==> src/rtl/fetch_pkg.sv <==
// Shared types and constants for the instruction fetch unit and its buffer.
package fetch_pkg;

    localparam int          FETCH_DEPTH_DEFAULT = 2;
    localparam logic [31:0] NOP                 = 32'h00000013;

    typedef enum logic [1:0] {
        IDLE = 2'd0,
        REQ  = 2'd1,
        WAIT = 2'd2,
        DROP = 2'd3
    } fetch_state_t;

    typedef struct packed {
        logic [31:0] instr;
        logic [31:0] pc;
        logic        fault;
    } fetch_entry_t;

    localparam int ENTRY_W = $bits(fetch_entry_t);

endpackage

==> src/rtl/fetch_buffer.sv <==
// Synchronous FIFO holding fetched entries; flush empties it and overrides push/pop.
module fetch_buffer
    import fetch_pkg::*;
#(
    parameter int DEPTH = FETCH_DEPTH_DEFAULT
) (
    input  logic                     clk,
    input  logic                     reset,
    input  logic                     flush,
    input  logic                     push,
    input  logic [ENTRY_W-1:0]       push_data,
    input  logic                     pop,
    output logic [ENTRY_W-1:0]       head,
    output logic                     head_valid,
    output logic [$clog2(DEPTH):0]   count
);

    localparam int AW    = $clog2(DEPTH);
    localparam int CNT_W = AW + 1;

    fetch_entry_t   mem [DEPTH];
    logic [AW-1:0]  wr_ptr;
    logic [AW-1:0]  rd_ptr;
    logic           do_push;
    logic           do_pop;

    assign head_valid = (count != '0);
    assign do_pop     = pop && head_valid && !flush;
    assign do_push    = push && (count != CNT_W'(DEPTH)) && !flush;
    assign head       = mem[rd_ptr];

    always_ff @(posedge clk) begin
        if (!reset || flush) begin
            wr_ptr <= '0;
            rd_ptr <= '0;
            count  <= '0;
        end else begin
            if (do_push) wr_ptr <= wr_ptr + AW'(1);
            if (do_pop)  rd_ptr <= rd_ptr + AW'(1);
            if (do_push && !do_pop)
                count <= count + CNT_W'(1);
            else if (!do_push && do_pop)
                count <= count - CNT_W'(1);
        end
    end

    // storage needs no reset: outputs are gated by head_valid at the top level
    always_ff @(posedge clk) begin
        if (do_push) mem[wr_ptr] <= push_data;
    end

endmodule

==> src/rtl/fetch_unit.sv <==
// Instruction fetch unit: single-outstanding memory requests feeding an instruction buffer.
//   state | meaning
//   IDLE  | no request outstanding; issue when a buffer slot is free
//   REQ   | request presented, waiting for imem_gnt
//   WAIT  | request accepted, waiting for imem_rvalid
//   DROP  | flushed while accepted; discard the next imem_rvalid
module fetch_unit
    import fetch_pkg::*;
#(
    parameter int FETCH_DEPTH = FETCH_DEPTH_DEFAULT
) (
    input  logic        clk,
    input  logic        reset,
    input  logic [31:0] pc_in,
    output logic        pc_advance,
    output logic        imem_req,
    output logic [31:0] imem_addr,
    input  logic        imem_gnt,
    input  logic        imem_rvalid,
    input  logic [31:0] imem_rdata,
    input  logic        imem_err,
    input  logic        flush,
    output logic        instr_valid,
    input  logic        instr_ready,
    output logic [31:0] instr,
    output logic [31:0] instr_pc,
    output logic        instr_fault
);

    localparam int CNT_W = $clog2(FETCH_DEPTH) + 1;

    fetch_state_t state, state_next;
    fetch_entry_t push_data;
    fetch_entry_t head;
    logic         push;
    logic         pop;
    logic         advance;
    logic         buf_valid;
    logic         outstanding;
    logic         free_slot;
    logic [CNT_W-1:0] buf_count;

    // a slot is reserved for every request from issue until its response lands
    assign outstanding = (state != IDLE);
    assign free_slot   = (buf_count + CNT_W'(outstanding)) < CNT_W'(FETCH_DEPTH);

    always_comb begin
        state_next = state;
        push       = 1'b0;
        advance    = 1'b0;
        push_data  = '{instr: imem_rdata, pc: imem_addr, fault: imem_err};
        case (state)
            IDLE: begin
                if (!flush && free_slot) begin
                    if (pc_in[1:0] == 2'b00) begin
                        state_next = REQ;
                    end else begin
                        push      = 1'b1;
                        advance   = 1'b1;
                        push_data = '{instr: NOP, pc: pc_in, fault: 1'b1};
                    end
                end
            end
            REQ: begin
                if (imem_gnt) begin
                    state_next = flush ? DROP : WAIT;
                    advance    = !flush;
                end else if (flush) begin
                    state_next = IDLE;
                end
            end
            WAIT: begin
                if (imem_rvalid) begin
                    state_next = IDLE;
                    push       = !flush;
                end else if (flush) begin
                    state_next = DROP;
                end
            end
            DROP: begin
                if (imem_rvalid) state_next = IDLE;
            end
            default: state_next = IDLE;
        endcase
    end

    always_ff @(posedge clk) begin
        if (!reset) begin
            state     <= IDLE;
            imem_req  <= 1'b0;
            imem_addr <= '0;
        end else begin
            state    <= state_next;
            imem_req <= (state_next == REQ);
            if (state == IDLE && state_next == REQ) imem_addr <= pc_in;
        end
    end

    assign pc_advance = advance && reset;
    assign pop        = buf_valid && instr_ready;

    fetch_buffer #(.DEPTH(FETCH_DEPTH)) u_buf (
        .clk        (clk),
        .reset      (reset),
        .flush      (flush),
        .push       (push),
        .push_data  (push_data),
        .pop        (pop),
        .head       (head),
        .head_valid (buf_valid),
        .count      (buf_count)
    );

    assign instr_valid = buf_valid;
    assign instr       = buf_valid ? head.instr : '0;
    assign instr_pc    = buf_valid ? head.pc    : '0;
    assign instr_fault = buf_valid && head.fault;

endmodule

==> config.mk <==
export PLATFORM = sky130hd
export DESIGN_NAME = fetch_unit
export DESIGN_NICKNAME = d
export VERILOG_FILES = /design/src/rtl/fetch_pkg.sv /design/src/rtl/fetch_buffer.sv /design/src/rtl/fetch_unit.sv
export SDC_FILE = /design/constraint.sdc
export NUM_CORES = 1
export LEC_CHECK = 0
export ABC_AREA = 1
export BUFFER_PORTS_ARGS = -buffer_cell sky130_fd_sc_hd__buf_2
export CORE_AREA = 4 4 126 128
export DETAILED_ROUTE_END_ITERATION = 6
export DIE_AREA = 0 0 130 132
export PLACE_DENSITY = 0.76
export SLEW_MARGIN = 10
export SYNTH_ARGS = -nofsm -noshare
export SYNTH_HDL_FRONTEND = slang
export SYNTH_SLANG_ARGS = --single-unit
==> constraint.sdc <==
create_clock -name clk -period 4.8 [get_ports clk]
set_clock_uncertainty 0.15 [all_clocks]
set_input_delay 0.96 -clock clk [delete_from_list [all_inputs] [get_ports clk]]
set_output_delay 0.96 -clock clk [all_outputs]
set_load 0.05 [all_outputs]
* Word level (Yosys, flattened, before mapping)
Memories as Yosys holds them, arrays and structs flattened. A register that Yosys moved wholly into a read port is not among the register bits.
Cells that the tools add are included.
** Storage, ports and cells
- Memories :: 1
- Output and inout bits :: 100
- Bits in writable memories :: 130
- Word-level logic and storage cells :: 65
- Register bits :: 39
** Operators by class
- Add/subtract/negate cells :: 5
- Reductions and logical operators :: 21
- Multiplexer cells :: 26
- Eq/ne operators :: 5
- Order comparisons :: 1
** Memories
- u_buf.mem :: depth 2, width 65, read ports 1, clocked after Yosys merged registers in 1, write ports 1, RTL line fetch_buffer.sv:21 : fetch_entry_t mem [DEPTH];
** Operators with widths (count)
- two-way mux 65 bit :: 3
- two-way mux 32 bit :: 2
- two-way mux 2 bit :: 9
- logical AND 1 bit :: 11
- two-way mux 1 bit :: 9
- one-hot mux 2 bit (4 select lines) :: 1
- nonzero test 2 bit :: 3
- == test 2 x 1 -> 1 bit (second input constant) :: 2
- == test 2 bit (second input constant) :: 2
- logical NOT 1 bit :: 4
- logical NOT 2 bit :: 2
- one-hot mux 1 bit (2 select lines) :: 2
- adder 1 bit (second input constant) :: 2
- adder 2 x 1 -> 2 bit :: 1
- adder 2 x 1 -> 2 bit (second input constant) :: 1
- < comparator 2 bit (second input constant) :: 1
- inequality test 2 bit (second input constant) :: 1
- subtractor 2 x 1 -> 2 bit (second input constant) :: 1
- logical OR 1 bit :: 1

* Depth between registers and ports, before layout
Gate-level depths: netlist (run 1).
- Depth in word-level cells :: 12
- Mapped depth :: 13
- Gate-level depth less buffers :: 13

* Hierarchy
A second synthesis (run 1) with hierarchy kept.
** Second synthesis, totals
- Cell total of the unflattened synthesis :: 801
- Area total of the unflattened synthesis :: 7976.4 sq um
** Modules (own cells, without submodules)
- fetch_buffer :: area an instance 5151.2 sq um, times used 1, cells each 242, seq. area each 4003.8 sq um
- fetch_unit :: area an instance 2825.2 sq um, times used 1, cells each 559, seq. area each 700.7 sq um

* Worst setup path before layout (run 1)
OpenSTA, ideal clock, no wires.
- Kind :: input-to-reg
- Start point :: input port flush
- End point :: memory u_buf.mem[0][0] (netlist name) (enable)
- Buffers on the path :: 0
- Data required time :: 4162 ps
- Cell stages on the path :: 5
- Setup slack :: -24 ps
- Data arrival time :: 4186 ps
- Cells stage by stage :: inv_1 > nand4_1 > nand3_1 > nand2_1 > nor2_1
** Between the ends
- Longest elaborated chain between the ends :: 8
- Elaborated cells between the ends (all ways) :: 9
- Classes of those cells :: mux: 5; reduce/logical: 4
** Ends and longest elaborated chain
- from (decl) :: RTL line fetch_unit.sv:22 : input logic flush,
- logical NOT 1 bit (*) :: RTL line fetch_buffer.sv:29, fetch_unit.sv:54, fetch_unit.sv:75
- logical AND 1 bit :: RTL line fetch_unit.sv:54 : if (!flush && free_slot) begin
- two-way mux 1 bit :: RTL line fetch_unit.sv:54
- one-hot mux 1 bit (2 select lines) :: RTL line fetch_unit.sv:52 : case (state)
- logical AND 1 bit :: RTL line fetch_buffer.sv:29 : assign do_push = push && (count != CNT_W'(DEPTH)) && !flush;
- logical AND 1 bit (*) :: RTL line fetch_buffer.sv:29
- two-way mux 1 bit (*) :: RTL line fetch_buffer.sv:49 : if (do_push) mem[wr_ptr] <= push_data;
- two-way mux 1 bit (not written as such) (*) :: RTL line fetch_buffer.sv:49
- to (decl) :: RTL line fetch_buffer.sv:21
Mark *: on every way between the ends. The rest lies on a longest branch, timed or not.

* Worst setup path after layout (run 1)
- Start point :: register u_buf.count[0]
- End point :: output port instr_valid
** Between the ends
- Longest elaborated chain between the ends :: 1
** Ends and longest elaborated chain
- from (decl) :: RTL line fetch_buffer.sv:15 : output logic [$clog2(DEPTH):0] count
- from (signal assigned) :: RTL line fetch_buffer.sv:41 : count <= count + CNT_W'(1);
- from (signal assigned) :: RTL line fetch_buffer.sv:43 : count <= count - CNT_W'(1);
- nonzero test 2 bit :: RTL line fetch_buffer.sv:27 : assign head_valid = (count != '0);
- to (decl) :: RTL line fetch_unit.sv:23 : output logic instr_valid,
No other way between the ends.

==> results of run 1 <==
-- cell type report --
class                   instances  area, µm²
clock buffers                  24        503
clock inverters                 8       41.3
fillers                      1276       6330
inverters                      83        312
multi-input cells             401       1800
flip-flops and latches        170       4710
well taps                     188        235
repair buffers                178        936
-- metrics by stage --
| stage | utilization, % | worst slack [ns] | instances |
|---|---|---|---|
| final | 57.4 | 1.39 | 1052 |
| after floorplan | - | 1.06 | 693 |
| after global placement | 53.7 | 1.71 | 1020 |
| after CTS | 57.4 | 1.34 | 1052 |
| after global routing | 57.4 | 1.18 | 1052 |
| after detailed placement | 53.7 | 1.66 | 1020 |
-- how the worst max path moves through the flow --
stage	from	endpoint	slack [ns]	cells after the start
2_1_floorplan	flush	u_buf.mem[0][0]$_DFFE_PP_	1.06	5
6_report	u_buf.count[0]$_SDFFE_PP0P_	instr_valid	1.39	4
5_1_grt	u_buf.count[0]$_SDFFE_PP0P_	instr_valid	1.18	4
4_1_cts	u_buf.count[0]$_SDFFE_PP0P_	instr_valid	1.34	4
3_5_place_dp	flush	u_buf.mem[0][57]$_DFFE_PP_	1.66	7
3_3_place_gp	flush	u_buf.mem[0][61]$_DFFE_PP_	1.71	7
-- where the power goes --
group	internal, mW	leakage (nW)	switching (mW)
Sequential	1.67	1.53	0.0232
Clock	0.727	0.277	0.508
Combinational	0.115	1.98	0.362
Total	2.51	3.78	0.894
-- metal layers --
| metal | wire length (µm) | share of wire (%) |
|---|---|---|
| met1 | 6290 | 43 |
| met5 | 0 | 0 |
| met2 | 6960 | 47 |
| met4 | 125 | 0.85 |
| met3 | 1360 | 9.2 |
-- worst max-delay path: stages, from the launching register on --
cell     delay (ns)
dfxtp_1        0.36
nor2_4         0.66
buf_4          0.48
inv_1          0.13
buf_2          0.24
-- registers in the layout (all words and copies together), names as in the netlist, named ones only --
name	cells
state	2
imem_addr	32
imem_req	1
u_buf.rd_ptr	1
u_buf.count	2
u_buf.wr_ptr	1
u_buf.mem	130
-- cell usage in the layout (no fill, tap or decap), drive strengths merged, types with 2 or more instances in the layout --
master | Yosys | layout
buf | 18 | 178
nand2 | 174 | 174
edfxtp | 130 | 130
a21oi | 101 | 101
inv | 83 | 85
o21ai | 66 | 66
nor2 | 42 | 42
dfxtp | 40 | 40
clkbuf | 21 | 24
nand3 | 7 | 7
clkinv | 0 | 6
or2 | 4 | 4
nand4 | 2 | 2
-- cells by family (layout without fill, tap and decap cells) --
kind of cell	after synthesis	count (layout)	share of synthesized area (%)
compound gates	170	170	12.3
fa+ha+maj	1	1	0.179
buf+inv	122	293	7.09
flops	170	170	67.4
simple gates	230	230	13.1
==> impl_summary.txt, run 1 <==
----------------------------------------------------
[GRT]
  Met1 Use GR ... 21.9%
  Via count of the first global-routing pass ... 4847
  GR Util met2 ... 27.8%
  Most congested layer reported by global routing ... met2
  GRT overflow ... 0
  Total Routing Usage GR ... 17.3%
  Met3 capacity usage during global routing ... 7.05%
  Global-route wire length before repair ... 23300 µm
  Pin count of the biggest net entering global routing ... 66
  Antenna violations before repair ... 0

[Pwr]
  Final Total Pwr ... 3.41 mW
  Leakage ... 3.78 nW
  Power density of the placed cells ... 399 nW/µm²
  Worst vdd rail ir drop ... 0.000241 V

[CTS]
  Hold buffer count at cts ... 0
  Clock tree root buffer cell ... clkbuf_16
  Clock tree buffer depth ... 2
  Number of instances resized during post-cts repair ... 0
  Clock transition time at the flip-flop clock pins of the worst setup and hold paths ... 0.06 ns
  Total CTS buffers ... 17
  Sinks on Clock Net ... 170
  Total setup buffers inserted after CTS ... 0
  Clock latency on the worst-skew pair ... 0.42 ns
  CTS tree ... built
  H-Tree Depth ... 4

[Yosys]
  Number of synthesized flops with an enable pin ... 130
  Asr flop ratio synth ... 0%
  Syn. warnings ... 0
  Net count after synthesis ... 765
  Flops & latches, synth ... 170
  Synth area leader ... edfxtp_1
  Most used flip-flop cell after synthesis ... edfxtp_1
  Most common cell in the netlist ... nand2_1
  Count of unique library cells instantiated by Yosys ... 25
  Share of the synthesized area in the top cell type ... 55.9%
  Synth top cells by count ... 172 x nand2_1, 130 x edfxtp_1, 101 x a21oi_1
  Gate Count Post-Synth ... 693
  Portion of the post-synthesis area used by sequential elements ... 67.4%
  Top cells by area, synth ... edfxtp_1 56%, dfxtp_1 11%, nand2_1 9.2%
  Mapped cell area ... 6980 µm²
  Mean area per synthesized cell ... 10.1 µm²

[STA]
  Final number of hold-violating endpoints ... 0
  Unrepaired setup endpoints after global routing ... false
  Slew at the pin closest to its max-slew limit ... 1.15 ns
  Achievable clock frequency ... 0.294 GHz
  Fin crit share ... 71.0%
  Setup tns final ... 0 ns
  Final critical-path required period ... 3.41 ns
  Final setup violation count ... 0
  Slew Limit Fails ... 0
  Worst hold slack ... 0.326 ns
  Worst max-slew margin expressed relative to the limit ... 23.5%

[Hold path]
  Min-delay src ... u_buf.rd_ptr$_SDFFE_PP0P_
  Number of cells on the worst hold path ... 2
  Path class of the lowest-slack min-delay path ... flop to flop

[Layout]
  Diode insertion count for antenna repair ... 0
  Post-synthesis to final-layout area growth ... 22.2%
  Final Cell Area ... 8530 µm²
  Share of layout cells above drive strength 1 ... 25.6%
  Final net count ... 923

[Placement]
  Input/output buffers ... 170
  GP Congestion ... 0.798
  Detailed placement HPWL ... 9540 µm
  Post-DP Area ... 7990 µm²

[Setup path]
  Worst Path Arrival ... 2.30 ns
  Critical path startpoint category ... flop
  Start of the worst register-to-register path ... u_buf.count[0]$_SDFFE_PP0P_
  Required time of the critical path ... 3.69 ns
  Critical path class ... flop to output pin
  R2R depth ... 9
  Max FO, Critical Path ... 34
  Worst reg2reg setup slack ... 2.10 ns
  Worst setup EP type ... output pin
  Terminus of the critical flop-to-flop path ... u_buf.count[1]$_SDFFE_PP0P_

[Route]
  Routed wire length ... 14700 µm
  Vias after detailed routing ... 5178
  Mean routed wirelength per cell ... 14.0 µm
  TritonRoute pass-1 iters ... 6
  Via-to-Cell Ratio ... 4.92
  Number of design-rule violations left by the first detailed-router iteration ... 343
  Residual DRC ... 0
  Count of antenna-violating nets left after detailed routing ... 0

[Die]
  Total core area ... 14900 µm²
  Die Span Y ... 132 µm
  Effective utilization at floorplan ... 47.0%
  Std-Cell Rows ... 45
  Die area ... 17200 µm²
  Top Ports ... 171
  Die span in x ... 130 µm

[Job]
  Maximum Capacitance Violations ... 0

[Status]
  Status ... complete, no violations

----------------------------------------------------
Power figures use the tool's default switching activity.
==> run 2: changes to the inputs <==
ABC_AREA = 0   (was 1)
CORE_AREA = 4 4 121 123   (was 4 4 126 128)
DIE_AREA = 0 0 125 127   (was 0 0 130 132)
PLACE_DENSITY = 0.79   (was 0.76)
clock period = 3.35 ns   (was 4.8 ns; I/O delays follow)
==> impl_summary.txt, run 2 <==
----------------------------------------------------
[Setup path]
  Largest stage delay, worst path ... 0.63 ns (-0.03 ns)
  Worst Path Arrival ... 2.13 ns (-0.17 ns)
  Critical path startpoint category ... flop
  Delay-heaviest family, CP ... simple AND/OR/NAND/NOR gates
  Cells traversed along the worst timing path ... or4_1 > buf_4 > nor2_4 > o21a_1 > buf_12
  Critical path class ... flop to output pin
  Start of the worst register-to-register path ... u_buf.count[1]$_SDFFE_PP0P_
  First element of the critical path ... u_buf.count[1]$_SDFFE_PP0P_
  Required time of the critical path ... 2.53 ns (-1.16 ns)
  Worst setup EP type ... output pin
  Slowest cell on crit path ... or4_1
  Number of buffer and inverter instances along the worst setup path ... 2 (-1)
  Max FO, Critical Path ... 20 (-41%)

[Yosys]
  Mapped cell area ... 7080 µm² (+1.4%)
  Gate Count Post-Synth ... 541 (-22%)
  Net count after synthesis ... 613 (-20%)
  Syn. warnings ... 0 (unchanged)
  Top cells by area, synth ... edfxtp_1 55%, dfxtp_1 11%, mux2i_1 9.2%
  Most common cell in the netlist ... edfxtp_1
  Share of the synthesized area in the top cell type ... 55.1% (-0.79 points)
  Mean area per synthesized cell ... 13.1 µm² (+30%)
  Flops & latches, synth ... 170 (unchanged)
  Count of unique library cells instantiated by Yosys ... 35 (+40%)
  Most used flip-flop cell after synthesis ... edfxtp_1
  Portion of the post-synthesis area used by sequential elements ... 66.4% (-0.95 points)
  Number of synthesized flops with an enable pin ... 130 (unchanged)
  Synth area leader ... edfxtp_1
  Asr flop ratio synth ... 0% (unchanged)
  Synth top cells by count ... 130 x edfxtp_1, 72 x nor2_1, 65 x mux2i_1

[Pwr]
  Leakage ... 3.41 nW (-9.9%)
  Power density of the placed cells ... 549 nW/µm² (+38%)
  Final Total Pwr ... 4.84 mW (+42%)
  Worst vdd rail ir drop ... 0.000311 V (+29%)

[GRT]
  Antenna violations before repair ... 2 (+2)
  Via count of the first global-routing pass ... 4945 (+2.0%)
  GRT overflow ... 0 (unchanged)
  Global-route wire length before repair ... 24700 µm (+6.1%)
  Pin count of the biggest net entering global routing ... 46 (-30%)
  Total Routing Usage GR ... 19.8% (+2.5 points)

[Placement]
  Post-DP Area ... 8260 µm² (+3.4%)
  GP Congestion ... 0.867 (+8.7%)
  Input/output buffers ... 170 (unchanged)
  Detailed placement HPWL ... 10700 µm (+12%)
  Post-Place Cells ... 875 (-14%)
  DP Worst Slack ... 0.268 ns (-1.39 ns)

[CTS]
  Number of instances resized during post-cts repair ... 0 (unchanged)
  CTS tree ... built
  Clock transition time at the flip-flop clock pins of the worst setup and hold paths ... 0.06 ns (about the same)
  Sinks on Clock Net ... 170 (unchanged)
  Clock latency on the worst-skew pair ... 0.42 ns (about the same)
  Total CTS buffers ... 17 (unchanged)
  Clock tree root buffer cell ... clkbuf_16
  H-Tree Depth ... 4 (unchanged)
  Hold buffer count at cts ... 0 (unchanged)
  Clock tree buffer depth ... 2 (unchanged)
  Total setup buffers inserted after CTS ... 0 (unchanged)

[Die]
  Effective utilization at floorplan ... 51.8% (+4.9 points)
  Std-Cell Rows ... 43 (-4.4%)
  Top Ports ... 171 (unchanged)
  Die span in x ... 125 µm (-3.8%)
  Die Span Y ... 127 µm (-3.8%)
  Die area ... 15900 µm² (-7.5%)
  Total core area ... 13700 µm² (-8.1%)

[Layout]
  Share of layout cells above drive strength 1 ... 36.5% (+11 points)
  Diode insertion count for antenna repair ... 0 (unchanged)
  Biggest register ... u_buf.mem
  Number of standard cells in the final layout excluding fillers ... 907 (-14%)
  Leading cell types in the layout, fill and taps excluded ... 169 x buf_2, 130 x edfxtp_1, 70 x nor2_1
  Number of flip-flops under the largest register name ... 130 (unchanged)
  Final design utilization ... 64.5% (+7.1 points)
  Most frequent standard cell in the layout excluding fill and tap cells ... buf_2
  Final Cell Area ... 8820 µm² (+3.4%)
  Post-synthesis to final-layout area growth ... 24.5%
  Final net count ... 786 (-15%)
  Leading registers by flop count ... u_buf.mem x130, imem_addr x32

[Job]
  Maximum Capacitance Violations ... 0 (unchanged)

[STA]
  Achievable clock frequency ... 0.339 GHz
  Unrepaired setup endpoints after global routing ... false
  Slew at the pin closest to its max-slew limit ... 0.574 ns (-0.571 ns)
  Final setup violation count ... 0 (unchanged)
  Setup tns final ... 0 ns (unchanged)
  Fin crit share ... 88.2%
  PnR worst setup slack ... 0.396 ns (-0.998 ns)
  Slew Limit Fails ... 0 (unchanged)
  Final critical-path required period ... 2.95 ns
  Worst max-slew margin expressed relative to the limit ... 61.7% (+38 points)
  Worst hold slack ... 0.340 ns (+0.0136 ns)
  Final number of hold-violating endpoints ... 0 (unchanged)

[Status]
  Status ... complete, no violations

[Route]
  TritonRoute pass-1 iters ... 5 (-1)
  Via-to-Cell Ratio ... 5.35 (+8.6%)
  Vias after detailed routing ... 4849 (-6.4%)
  Number of design-rule violations left by the first detailed-router iteration ... 335 (-2.3%)
  Residual DRC ... 0 (unchanged)
  Count of antenna-violating nets left after detailed routing ... 0 (unchanged)
  Mean routed wirelength per cell ... 17.6 µm (+25%)
  Routed wire length ... 15900 µm (+8.2%)

[Hold path]
  Min-delay src ... imem_addr[12]$_SDFFE_PN0P_
  Path class of the lowest-slack min-delay path ... flop to flop

----------------------------------------------------
==> run 2: cell count changes in the layout (fill, tap and decap cells not counted), sizes merged, moves of 4 or more <==
cell | before | now
buf | 178 | 190
mux2i | 0 | 65
nand3 | 7 | 30
nor2b | 0 | 31
mux2 | 0 | 31
nor2 | 42 | 73
a21oi | 101 | 31
or2 | 4 | 8
inv | 85 | 5
nand2 | 174 | 5
o21ai | 66 | 35
==> run 2: cell type report <==
cell class / instances / area (µm²)
fill: 1045 / 4850
sequential: 170 / 4710
multi-input combinational: 331 / 2230
timing repair buffer: 190 / 1080
clock buffer: 25 / 495
tap: 180 / 225
clock inverter: 7 / 66.3
inverter: 4 / 15.0
==> run 2: worst reg2reg max path: cells and delay by family, from the launching register on <==
family                 cells  cell delay [ns]
AND/OR/NAND/NOR            2             0.75
buffers and inverters      2             0.72
multiplexers               1             0.42
flip-flops                 1             0.39
==> run 2: cells by family after synthesis <==
logic type,Yosys count,synth area share [%]
DFF,170,66.4
AOI/OAI and AO/OA,72,5.58
and+or+nand+nor,159,10.9
muxes,96,14.2
buffers and inverters,40,2.40
adders and majority gates,1,0.177
xor gates and xnor gates,3,0.371
==> run 2: final timing paths <==
kind                                                    to  slack (ns)  cells past startpoint
worst max-delay path                            pc_advance        0.40                      5
worst min-delay path            imem_addr[12]$_SDFFE_PN0P_        0.34                      2
worst max register to register  u_buf.mem[0][31]$_DFFE_PP_        0.66                      5
worst min register to register  imem_addr[12]$_SDFFE_PN0P_        0.34                      2
==> run 2: per-layer routing <==
| layer | part of all wire (%) | track usage (%) |
|---|---|---|
| met3 | 8.0 | 7.19 |
| met5 | 0.16 | 0 |
| met4 | 1.4 | 6.06 |
| met2 | 47 | 32.5 |
| met1 | 43 | 25.0 |
==> run 2: report_power, final <==
part | leakage [nW] | internal, mW | switching [mW]
sequential | 1.53 | 2.35 | 0.0287
clock | 0.274 | 1.10 | 0.755
combinational | 1.61 | 0.188 | 0.417
==> run 3: changes to the inputs <==
BUFFER_PORTS_ARGS = unset   (was -buffer_cell sky130_fd_sc_hd__buf_2)
CORE_AREA = 4 4 112 114   (was 4 4 121 123)
DIE_AREA = 0 0 116 118   (was 0 0 125 127)
DONT_BUFFER_PORTS = 1   (was unset)
PLACE_DENSITY = 0.78   (was 0.79)
==> impl_summary.txt, run 3 (synthesis results as in run 2) <==
----------------------------------------------------
[Status]
  Status ... complete, no violations

[Route]
  TritonRoute pass-1 iters ... 5 (unchanged)
  Mean routed wirelength per cell ... 21.3 µm (+21%)
  Count of antenna-violating nets left after detailed routing ... 0 (unchanged)
  Vias after detailed routing ... 4531 (-6.6%)
  Number of design-rule violations left by the first detailed-router iteration ... 222 (-34%)
  Residual DRC ... 0 (unchanged)
  Via-to-Cell Ratio ... 6.01 (+12%)
  Routed wire length ... 16000 µm (+0.60%)

[CTS]
  Clock tree buffer depth ... 2 (unchanged)
  Sinks on Clock Net ... 170 (unchanged)
  Total CTS buffers ... 17 (unchanged)
  H-Tree Depth ... 4 (unchanged)
  Clock transition time at the flip-flop clock pins of the worst setup and hold paths ... 0.06 ns (about the same)
  CTS tree ... built
  Total setup buffers inserted after CTS ... 0 (unchanged)
  Clock latency on the worst-skew pair ... 0.41 ns (about the same)
  Hold buffer count at cts ... 0 (unchanged)
  Clock tree root buffer cell ... clkbuf_16
  Number of instances resized during post-cts repair ... 0 (unchanged)

[Setup path]
  R2R depth ... 5 (unchanged)
  Largest stage delay, worst path ... 0.63 ns (about the same)
  Worst Path Arrival ... 2.17 ns (+0.04 ns)
  Cells traversed along the worst timing path ... or4_1 > buf_4 > nor2_4 > o21a_1 > buf_12
  Worst reg2reg setup slack ... 0.57 ns (-0.09 ns)
  Required time of the critical path ... 2.53 ns (about the same)
  Terminus of the critical flop-to-flop path ... u_buf.mem[1][15]$_DFFE_PP_
  First element of the critical path ... u_buf.count[1]$_SDFFE_PP0P_
  Start of the worst register-to-register path ... u_buf.count[1]$_SDFFE_PP0P_
  Max FO, Critical Path ... 22 (+10%)
  Worst setup EP type ... output pin
  Worst setup path end ... pc_advance
  Slowest cell on crit path ... or4_1
  Critical path startpoint category ... flop
  Critical path class ... flop to output pin

[Die]
  Die Span Y ... 118 µm (-7.1%)
  Die span in x ... 116 µm (-7.2%)
  Std-Cell Rows ... 39 (-9.3%)
  Total core area ... 11400 µm² (-16%)
  Top Ports ... 171 (unchanged)
  Effective utilization at floorplan ... 62.0% (+10 points)
  Die area ... 13700 µm² (-14%)

[Layout]
  Share of layout cells above drive strength 1 ... 24.4% (-12 points)
  Number of flip-flops under the largest register name ... 130 (unchanged)
  Area occupied by registers ... 4710 µm² (unchanged)
  Diode insertion count for antenna repair ... 0 (unchanged)
  Post-synthesis to final-layout area growth ... 17.3%
  Most frequent standard cell in the layout excluding fill and tap cells ... edfxtp_1
  Leading registers by flop count ... u_buf.mem x130, imem_addr x32
  Leading cell types in the layout, fill and taps excluded ... 130 x edfxtp_1, 70 x nor2_1, 69 x buf_4
  Area taken by multi-input logic gates ... 2230 µm² (about the same)
  Final design utilization ... 72.8% (+8.3 points)
  Final net count ... 670 (-15%)
  Fillers ... 786 (-25%)
  Biggest register ... u_buf.mem

[Placement]
  Detailed placement HPWL ... 10500 µm (-1.2%)
  Input/output buffers ... 0 (-100%)
  GP Congestion ... 0.792 (-8.7%)

[STA]
  Setup tns final ... 0 ns (unchanged)
  Worst hold slack ... 0.229 ns (-0.111 ns)
  Unrepaired setup endpoints after global routing ... false
  Fin crit share ... 89.3% (+1.1 points)
  Slew at the pin closest to its max-slew limit ... 1.08 ns (+0.508 ns)
  Final setup violation count ... 0 (unchanged)
  Final number of hold-violating endpoints ... 0 (unchanged)
  Worst max-slew margin expressed relative to the limit ... 27.7% (-34 points)
  Final critical-path required period ... 2.99 ns (+0.0376 ns)
  Slew Limit Fails ... 0 (unchanged)
  Achievable clock frequency ... 0.334 GHz (-1.3%)

[GRT]
  Total Routing Usage GR ... 23.8% (+4.0 points)
  Antenna violations before repair ... 0 (-2)
  GRT overflow ... 0 (unchanged)
  Via count of the first global-routing pass ... 4638 (-6.2%)
  Pin count of the biggest net entering global routing ... 54 (+17%)
  Global-route wire length before repair ... 24700 µm (-0.20%)

[Pwr]
  Final Total Pwr ... 4.77 mW (-1.4%)
  Switching part of the total power ... 24.2% (-0.58 points)
  Combinational share of power ... 10.7% (-1.8 points)
  Clock group share of total power ... 38.3% (about the same)
  Internal power ... 3.62 mW (-0.67%)
  Leakage ... 2.88 nW (-16%)
  Power density of the placed cells ... 574 nW/µm² (+4.6%)
  Reported net switching power ... 1.16 mW (-3.8%)
  Relative contribution of sequential cells to total power ... 50.9% (+1.7 points)
  Worst vdd rail ir drop ... 0.000323 V (+3.9%)

[Job]
  Maximum Capacitance Violations ... 0 (unchanged)

[Hold path]
  Path class of the lowest-slack min-delay path ... input port to flop

----------------------------------------------------
==> run 3: cell count changes in the layout (fill, tap and decap cells not counted), sizes merged <==
| cell | delta |
|---|---|
| buf | -116 |
==> run 3: worst max-delay path: cells and delay by family, from the launching register on <==
kind / cells / cell delay, ns
DFF: 1 / 0.38
AOI/OAI and AO/OA: 1 / 0.21
buffers and inverters: 2 / 0.41
and+or+nand+nor: 2 / 0.75
==> run 3: layout make-up <==
cell class | count | share of cell area [%]
Tap cell | 143 | 2.15
Clock inverter | 7 | 0.798
Clock buffer | 25 | 5.96
Timing Repair Buffer | 74 | 7.44
Multi-Input combinational cell | 331 | 26.8
Inverter | 4 | 0.181
Sequential cell | 170 | 56.7
==> run 3: power by group through the flow <==
stage	logic, mW	registers, mW	clock network [mW]
4_1_cts	0.514	2.43	1.86
2_1_floorplan	0.376	2.46	0
5_1_grt	0.546	2.44	1.96
3_3_place_gp	0.488	2.47	0
3_5_place_dp	0.508	2.48	0
6_report	0.512	2.43	1.83
==> run 3: routing by layer <==
layer	up-vias	GRT usage, %	wire [µm]
met5	-	0	0
met4	0	10.9	473
met3	34	7.66	1510
met2	219	41.3	8440
met1	2192	26.3	5610
li1	2086	-	-
==> run 3: worst min path at each step <==
stage / from / to / slack, ns / depth (start not counted)
finish: reset / state[1]$_SDFF_PN0_ / 0.23 / 1
global route: reset / state[1]$_SDFF_PN0_ / 0.23 / 1
CTS: reset / state[1]$_SDFF_PN0_ / 0.22 / 1
detailed placement: u_buf.rd_ptr$_SDFFE_PP0P_ / u_buf.rd_ptr$_SDFFE_PP0P_ / 0.35 / 2
global placement: u_buf.rd_ptr$_SDFFE_PP0P_ / flop / 0.33 / 2
floorplan: u_buf.rd_ptr$_SDFFE_PP0P_ / flop / 0.32 / 2
==> run 3: metrics by stage <==
stage | worst slack [ns] | instance area, µm² | cells
after floorplan | 0.122 | 7090 | 541
after global placement | 0.382 | 7750 | 722
after detailed placement | 0.314 | 7750 | 722
after CTS | 0.337 | 8310 | 754
after global routing | 0.260 | 8310 | 754
final | 0.358 | 8310 | 754
